===== src/rtl/settle_timer.sv =====
// Loadable down-counter with a zero flag, used to time the dwell on each
// stimulus pattern before the gate output is sampled.
module settle_timer #(
   parameter int WIDTH = 4
) (
   input  logic             clk,
   input  logic             rst,
   input  logic             load,
   input  logic [WIDTH-1:0] load_val,
   input  logic             dec,
   output logic             zero
);

   logic [WIDTH-1:0] count_q;

   // Load wins over decrement; the count parks at zero rather than wrapping.
   // NOTE: state registers use non-blocking (<=) so every flop in the design
   // updates from pre-edge values regardless of block evaluation order.
   always_ff @(posedge clk or posedge rst) begin
      if (rst) begin
         count_q <= '0;
      end else if (load) begin
         count_q <= load_val;
      end else if (dec && (count_q != '0)) begin
         count_q <= count_q - WIDTH'(1);
      end
   end

   assign zero = (count_q == '0);

endmodule


===== config.mk =====
export PLATFORM = sky130hd
export DESIGN_NAME = settle_timer
export DESIGN_NICKNAME = d
export VERILOG_FILES = /design/src/rtl/settle_timer.sv
export SDC_FILE = /design/constraint.sdc
export NUM_CORES = 1
export LEC_CHECK = 0
export ABC_CLOCK_PERIOD_IN_PS = 1800
export BUFFER_PORTS_ARGS = -buffer_cell sky130_fd_sc_hd__buf_2
export CORE_AREA = 4 4 41 43
export DETAILED_ROUTE_END_ITERATION = 10
export DIE_AREA = 0 0 45 47
export PLACE_DENSITY = 0.42
export REMOVE_ABC_BUFFERS = 1
export SYNTH_ARGS = -nofsm -noshare
export SYNTH_HDL_FRONTEND = slang
export SYNTH_SLANG_ARGS = --single-unit

===== constraint.sdc =====
create_clock -name clk -period 1.8 [get_ports clk]
set_input_delay 0 -clock clk [delete_from_list [all_inputs] [get_ports clk]]
set_output_delay 0 -clock clk [all_outputs]
set_load 0.03 [all_outputs]

# Word-level counts from Yosys, hierarchy flattened
# Index checks and enable logic that the tools add are counted.
# word_totals
register_bits	4
latchBits	0
ramBits	0
romBits	0
input_bits	8
word_cells	8
mem_count	0
# classes
n_addsub	1
n_mul	0
div	0
n_lt_le_gt_ge	0
eq_ne	0
shifts	0
n_mux	2
n_bitwise	0
n_reduce_logical	4
# ops
operator	n
2-to-1 mux 4 bit	2
logical NOT 4 bit	1
nonzero test 4 bit	1
subtractor 4 x 1 -> 4 bit (second input constant)	1
nonzero test 2 bit	1
logical AND 1 bit	1

# Depth between registers and ports, before layout
# Gate-level depths: netlist of run 1.
# depth
ltp_word	4
depth_mapped	5
depth_no_buf	5

# Worst setup path before layout of run 1
# OpenSTA, ideal clock, no wires.
# synth_path
path_kind	flip-flop to flip-flop
start	reg count_q[0]
end	reg count_q[0]
t_arrival_ns	1.427
required_time_ns	1.676
slack_ns	0.249
path_stages_with_launch	6
path_cell_list	dfrtp_1 inv_1 ha_1 or3b_4 and3_4 o31a_1
# synth_between
elab_chain_cells	3
elab_cells_between_ends	6
classes_between	add/sub: 1; mux: 2; reduce/logical: 3
# synth_lines
item	line_no	source
start, declared	14	logic [WIDTH-1:0] count_q;
start signal, assigned	23	count_q <= load_val;
start signal, assigned	25	count_q <= count_q - WIDTH'(1);
subtractor 4 x 1 -> 4 bit / nonzero test 4 bit (equally long branches)	25, 24	
2-to-1 mux 4 bit / logical AND 1 bit (equally long branches)	24	end else if (dec && (count_q != '0)) begin
2-to-1 mux 4 bit / nonzero test 2 bit (equally long branches)	n/a	
# Parallel ways exist; a longest one is shown, timed or not. The select of a mux whose other input is x is not followed.
# A chain may end at the register's enable or synchronous reset.

# Final worst setup path of run 1
# Same ends and word-level chain as after synthesis.

==> summary.md, run 1 <==
| Metric | Value |
|---|---|
| Port bufs | `8` |
| Top_reg_cell synth | `dfrtp_1` |
| Initial antenna violation count | `0` |
| Seq/Total Area, Yosys | `38.3%` |
| Seq pwr share | `39.2%` |
| Crit Path Max Fanout | `5` |
| Max Buffers Root-to-Sink | `2` |
| Area delta synth->final | `41.1%` |
| Total power | `0.284 mW` |
| DRT Pass-1 Iters | `4` |
| EDFF count, synth | `0` |
| First-pass GRT wire length | `993 µm` |
| VDD IR-drop max | `0.303 mV` |
| CP Capture Type | `flop` |
| Iteration-0 DRC Markers | `5` |
| Drt drc | `0` |
| Total GRT Usage | `6.73%` |
| Area after DPL | `317 µm²` |
| Power Dens Cells | `769 mW/mm²` |
| Post-CTS resize count | `0` |
| Post-CTS Setup Repair Bufs | `0` |
| Critical path class | `reg2reg` |
| Die area | `0.00212 mm²` |
| Fillers | `157` |
| Post-synthesis cell area | `262 µm²` |
| Critical Path AT | `1760 ps` |
| Synth warnings | `0` |
| Worst-Margin Slew | `281 ps` |
| Leading area contributor after synthesis | `dfrtp_1` |
| Fin. Hold Viols | `0` |
| Core Util, Final | `28.4%` |
| Initial Util | `20.1%` |
| Switching share of power | `25.6%` |
| Clk_skew | `1.18 ps` |
| Routed vias | `248` |
| Multi-input logic area | `143 µm²` |
| Asr flop ratio synth | `100%` |
| Post-synthesis register bit count | `4` |
| CTS Buf Count | `3` |
| Rows | `13` |
| Post-layout nets | `52` |
| Outcome | `finished clean` |
| Hold bufs inserted after CTS | `3` |
| Fmax | `607 MHz` |
| Max cap viols | `0` |
| Fin area | `369 µm²` |
| Post-layout minimum cycle time | `1650 ps` |
| Min Hold Slack | `38.5 ps` |
| CTS tree | `built` |
| Final slew viol count | `0` |
| TNS Setup | `0 ps` |
| H-Tree Level Count | `1` |
| RD Place Congestion | `0.662` |
| Int Pwr | `0.211 mW` |
| Share of the synthesized area in the top cell type | `38.3%` |
| DIE HEIGHT | `47 µm` |
| Dominant cells by area after synthesis | `dfrtp_1 (38%), a21oi_1 (5.7%), inv_1 (5.7%)` |
| Relative slew slack | `81.2%` |
| Layout cell share with drive strength beyond 1 | `34.1%` |
| Synth unique cells | `17` |
| Biggest regs | `count_q x4` |
| Setup violators final | `0` |
| Unrepaired setup endpoints after global routing | `false` |
| Vias in the first global route | `266` |
| Core area | `0.00130 mm²` |
| Detail Route Antenna Nets | `0` |
| Clock share of power | `37.1%` |
| Hold Path Class | `in2reg` |
| Avg Cell Area, Syn | `9.34 µm²` |
| Max reg flops | `4` |
| Switch Pwr | `0.0726 mW` |
| Worst-path clk slew | `30 ps` |
| Mapped Cells | `28` |
| Crit path required time | `1910 ps` |
| Post-DP HPWL | `480 µm` |
| Largest net degree at the start of global routing | `10` |
| Sequential cell area | `100 µm²` |
| ANT cells | `0` |
| Die Width | `45 µm` |
| Skew-Pair Late Insertion Delay | `230 ps` |
| Biggest register | `count_q` |
| Drt via density | `4.43` |
| Final Cycle Share | `91.6%` |
| Clock sinks | `4` |
| DRT Wirelength | `548 µm` |
| Drt wl/cell | `9.79 µm` |
| Startpoint type of the worst setup path | `flop` |
| Most instantiated cells after synthesis | `dfrtp_1 (4), inv_1 (4), a21oi_1 (3), nand2_1 (3), o21ai_1 (2)` |
| Num ports | `9` |
| Root Buffer | `clkbuf_4` |
| Pleak | `0.182 nW` |
| Grt ovf | `0` |
| Comb pwr share | `23.7%` |
-- through the flow --
stage,instances,worst slack (ps)
after floorplan,27,249
after global placement,50,172
after detailed placement,50,150
after CTS,56,142
after global routing,56,72.1
final,56,152
-- path summary, 6_finish.rpt --
path                              from  slack, ps          to  cells after the start
setup / recovery            count_q[0]        150  count_q[0]                      5
min in group asynchronous          rst        190  count_q[1]                      3
max in group asynchronous          rst       1470  count_q[2]                      3
hold reg to reg             count_q[1]        600  count_q[1]                      2
setup reg to reg            count_q[0]        150  count_q[0]                      5
hold / removal             load_val[3]         40  count_q[3]                      2
-- routing by layer --
layer  vias to the layer above  track usage (%)  wire length [µm]
met4                         0             7.02                 0
met2                         3             11.0               293
li1                        126                -                 -
met3                         0             1.53                30
met1                       119             6.86               224
met5                         -                0                 0
-- cell usage in the layout, fill, tap and decap left out --
cell / count
a221o_1: 1
a21oi_1: 3
and3_4: 1
ha_1: 1
or3b_4: 1
o21ai_1: 2
nand2_1: 3
dfrtp_1: 4
nor4b_2: 1
a31o_1: 1
and4b_1: 1
nand2b_1: 1
nor3b_1: 1
nor3_1: 1
inv_1: 4
dlygate4sd3_1: 3
buf_2: 8
o31a_1: 1
clkbuf_4: 3
-- layout make-up --
class	instances	area share (%)
inverter	4	4.07
timing repair buffer	11	19.0
clock buffer	3	6.10
sequential	4	27.1
multi-input combinational	19	38.6
tap	15	5.08
-- kinds of logic (layout without fill, tap and decap cells) --
kind of cell | count (synthesis) | count (layout) | share of synthesized area [%]
and+or+nand+nor | 10 | 10 | 29.7
adders and majority gates | 1 | 1 | 4.78
buffers and inverters | 5 | 18 | 7.17
DFF | 4 | 4 | 38.3
AOI/OAI and AO/OA | 8 | 8 | 20.1
-- power by group through the flow --
stage	Sequential [mW]	Clock, mW	Combinational (mW)
after floorplan	0.110	0	0.0437
after global placement	0.112	0	0.0620
after detailed placement	0.112	0	0.0634
after CTS	0.111	0.114	0.0686
after global routing	0.113	0.116	0.0761
final	0.111	0.105	0.0674
-- worst max-delay path: stages, from the launching register on --
cell and delay (ps):
dfrtp_1 380, inv_1 100, ha_1 200, or3b_4 420, and3_4 190, o31a_1 230
Power figures use the tool's default switching activity.
==> run 2, diff against run 1 <==
--- a/config.mk
+++ b/config.mk
@@ -7,11 +7,10 @@
 export LEC_CHECK = 0
 export ABC_CLOCK_PERIOD_IN_PS = 1800
 export BUFFER_PORTS_ARGS = -buffer_cell sky130_fd_sc_hd__buf_2
-export CORE_AREA = 4 4 41 43
+export CORE_AREA = 2 2 39 41
 export DETAILED_ROUTE_END_ITERATION = 10
-export DIE_AREA = 0 0 45 47
+export DIE_AREA = 0 0 41 43
 export PLACE_DENSITY = 0.42
-export REMOVE_ABC_BUFFERS = 1
 export SYNTH_ARGS = -nofsm -noshare
 export SYNTH_HDL_FRONTEND = slang
 export SYNTH_SLANG_ARGS = --single-unit
==> run 2 against run 1 <==
  * Register-to-register slack about the same
  * Worst hold slack got worse by 29 ps
  * Combinational power decreased by 3%
  * Utilization is 2.3 points lower
  * Power decreased by 0.26%
  * Non-clock buffer count is 1 lower
  * Wire length down 6.0%
  * Largest cell class unchanged
==> summary.md, run 2 (same netlist as run 1, synthesis figures left out) <==
| Metric | Value |
|---|---|
| Skew-Pair Late Insertion Delay | `230 ps (about the same)` |
| Max Buffers Root-to-Sink | `2 (unchanged)` |
| Commonest non-fill, non-tap cell in the layout | `buf_2` |
| Biggest regs | `count_q x4` |
| Crit path required time | `1910 ps (about the same)` |
| Hold Crit Start | `load_val[2]` |
| Total power | `0.283 mW (-0.26%)` |
| Worst R2R Setup Slack | `140 ps (about the same)` |
| ANT cells | `0 (unchanged)` |
| Drt via density | `4.09 (-7.7%)` |
| Max reg flops | `4 (unchanged)` |
| Iteration-0 DRC Markers | `2 (-3)` |
| Fin area | `360 µm² (-2.4%)` |
| Power Dens Cells | `785 mW/mm² (+2.2%)` |
| DRT Pass-1 Iters | `3 (-1)` |
| Core area | `0.00138 mm² (+6.3%)` |
| Rows | `14 (+1)` |
| Hold Crit Depth | `3 (+1)` |
| Reg-to-reg endpoint | `count_q[0]` |
| Unrepaired setup endpoints after global routing | `false` |
| Switch Pwr | `0.0732 mW (+0.79%)` |
| Int Pwr | `0.210 mW (-0.62%)` |
| Max cap viols | `0 (unchanged)` |
| Final slew viol count | `0 (unchanged)` |
| DIE HEIGHT | `43 µm (-8.5%)` |
| Worst-path clk slew | `40 ps (about the same)` |
| Clock sinks | `4 (unchanged)` |
| Area delta synth->final | `37.8%` |
| Initial Util | `18.9% (-1.2 points)` |
| Hold Path End | `count_q[2]` |
| Final Cycle Share | `92.3% (+0.73 points)` |
| Root Buffer | `clkbuf_4` |
| Commonest non-fill, non-tap cells in the layout | `buf_2 (8), inv_1 (4), dfrtp_1 (4)` |
| Post-layout minimum cycle time | `1660 ps (+13.2 ps)` |
| Comb pwr share | `23.2% (-0.5 points)` |
| TNS Setup | `0 ps (unchanged)` |
| Die Width | `41 µm (-8.9%)` |
| Num ports | `9 (unchanged)` |
| Clk_skew | `0.958 ps (-0.220 ps)` |
| Detail Route Antenna Nets | `0 (unchanged)` |
| Synthesized Nets | `37` |
| Crit Reg-Reg Startpoint | `count_q[0]` |
| Critical Path AT | `1770 ps (about the same)` |
| Layout cell share with drive strength beyond 1 | `35.0% (+0.85 points)` |
| Drt drc | `0 (unchanged)` |
| Biggest register | `count_q` |
| Relative slew slack | `82.4% (+1.2 points)` |
| H-Tree Level Count | `1 (unchanged)` |
| R2R cell count | `5 (unchanged)` |
| Hold Path Class | `in2reg` |
| CTS Buf Count | `3 (unchanged)` |
| First-pass GRT wire length | `828 µm (-17%)` |
| Drt wl/cell | `9.20 µm (-6.0%)` |
| VDD IR-drop max | `0.275 mV (-9.3%)` |
| Post-CTS Setup Repair Bufs | `0 (unchanged)` |
| CP Capture Type | `flop` |
| Vias in the first global route | `226 (-15%)` |
| Startpoint type of the worst setup path | `flop` |
| Initial antenna violation count | `0 (unchanged)` |
| Routed vias | `229 (-7.7%)` |
| Grt ovf | `0 (unchanged)` |
| CTS tree | `built` |
| Fin. Hold Viols | `0 (unchanged)` |
| Total GRT Usage | `7.26% (+0.53 points)` |
| Setup violators final | `0 (unchanged)` |
| Post-layout nets | `51 (-1.9%)` |
| Worst-Margin Slew | `264 ps (-17.6 ps)` |
| RD Place Congestion | `0.680 (+2.7%)` |
| Area after DPL | `318 µm² (+0.40%)` |
| Crit Path Max Fanout | `5 (unchanged)` |
| Critical path class | `reg2reg` |
| Seq pwr share | `39.2% (about the same)` |
| DRT Wirelength | `515 µm (-6.0%)` |
| Outcome | `finished clean` |
| Switching share of power | `25.9% (+0.27 points)` |
| Port bufs | `8 (unchanged)` |
| Largest net degree at the start of global routing | `10 (unchanged)` |
| Die area | `0.00176 mm² (-17%)` |
| Pleak | `0.178 nW (-2.3%)` |
| Clock share of power | `37.6% (+0.5 points)` |
| Fmax | `602 MHz (-0.79%)` |
## run 2: timing repair
item                                   CTS  global route
hold buffers                             2             0
resized for setup                        0             0
endpoints found under the hold margin    5             0
## run 2: layout make-up
cell class / count / area, µm²
fillers: 160 / 1020
inverters: 4 / 15.0
clock buffers: 3 / 22.5
repair buffers: 10 / 60.1
well taps: 16 / 20.0
multi-input cells: 19 / 143
flip-flops and latches: 4 / 100
## run 2: critical path, cell delays in order, from the launching register on
cell	delay [ps]
dfrtp_1	380
inv_1	100
ha_1	210
or3b_4	430
and3_4	190
o31a_1	240
## run 2: routing by layer
metal  up-vias  wire, µm  GRT usage [%]
met5         -         0              0
met4         0         0           8.00
met3         0        24           2.09
met2         3       276           10.9
met1       102       213           6.84
li1        124         -              -
## run 2: per-stage QoR
step           util (%)  hold slack (ps)  worst slack [ps]  std cells
4_1_cts            26.0             4.04               139         56
3_3_place_gp       23.0             -119               161         51
2_1_floorplan         -             -234               249         28
3_5_place_dp       23.0             -114               145         51
6_report           26.0             9.06               139         56
5_1_grt            26.0             27.1              83.3         56
## run 2: how the worst max path moves through the flow
stage	start	slack [ps]	to
2_1_floorplan	count_q[0]	250	count_q[0]
3_3_place_gp	count_q[0]	160	count_q[0]
3_5_place_dp	count_q[0]	140	count_q[0]
4_1_cts	count_q[0]	140	count_q[0]
5_1_grt	count_q[0]	80	count_q[0]
6_report	count_q[0]	140	count_q[0]
## run 2: power by group through the flow
stage	Combinational, mW	Sequential (mW)	Clock, mW
global route	0.0730	0.113	0.113
floorplan	0.0460	0.110	0
CTS	0.0666	0.111	0.114
finish	0.0655	0.111	0.106
global placement	0.0617	0.112	0
detailed placement	0.0631	0.112	0
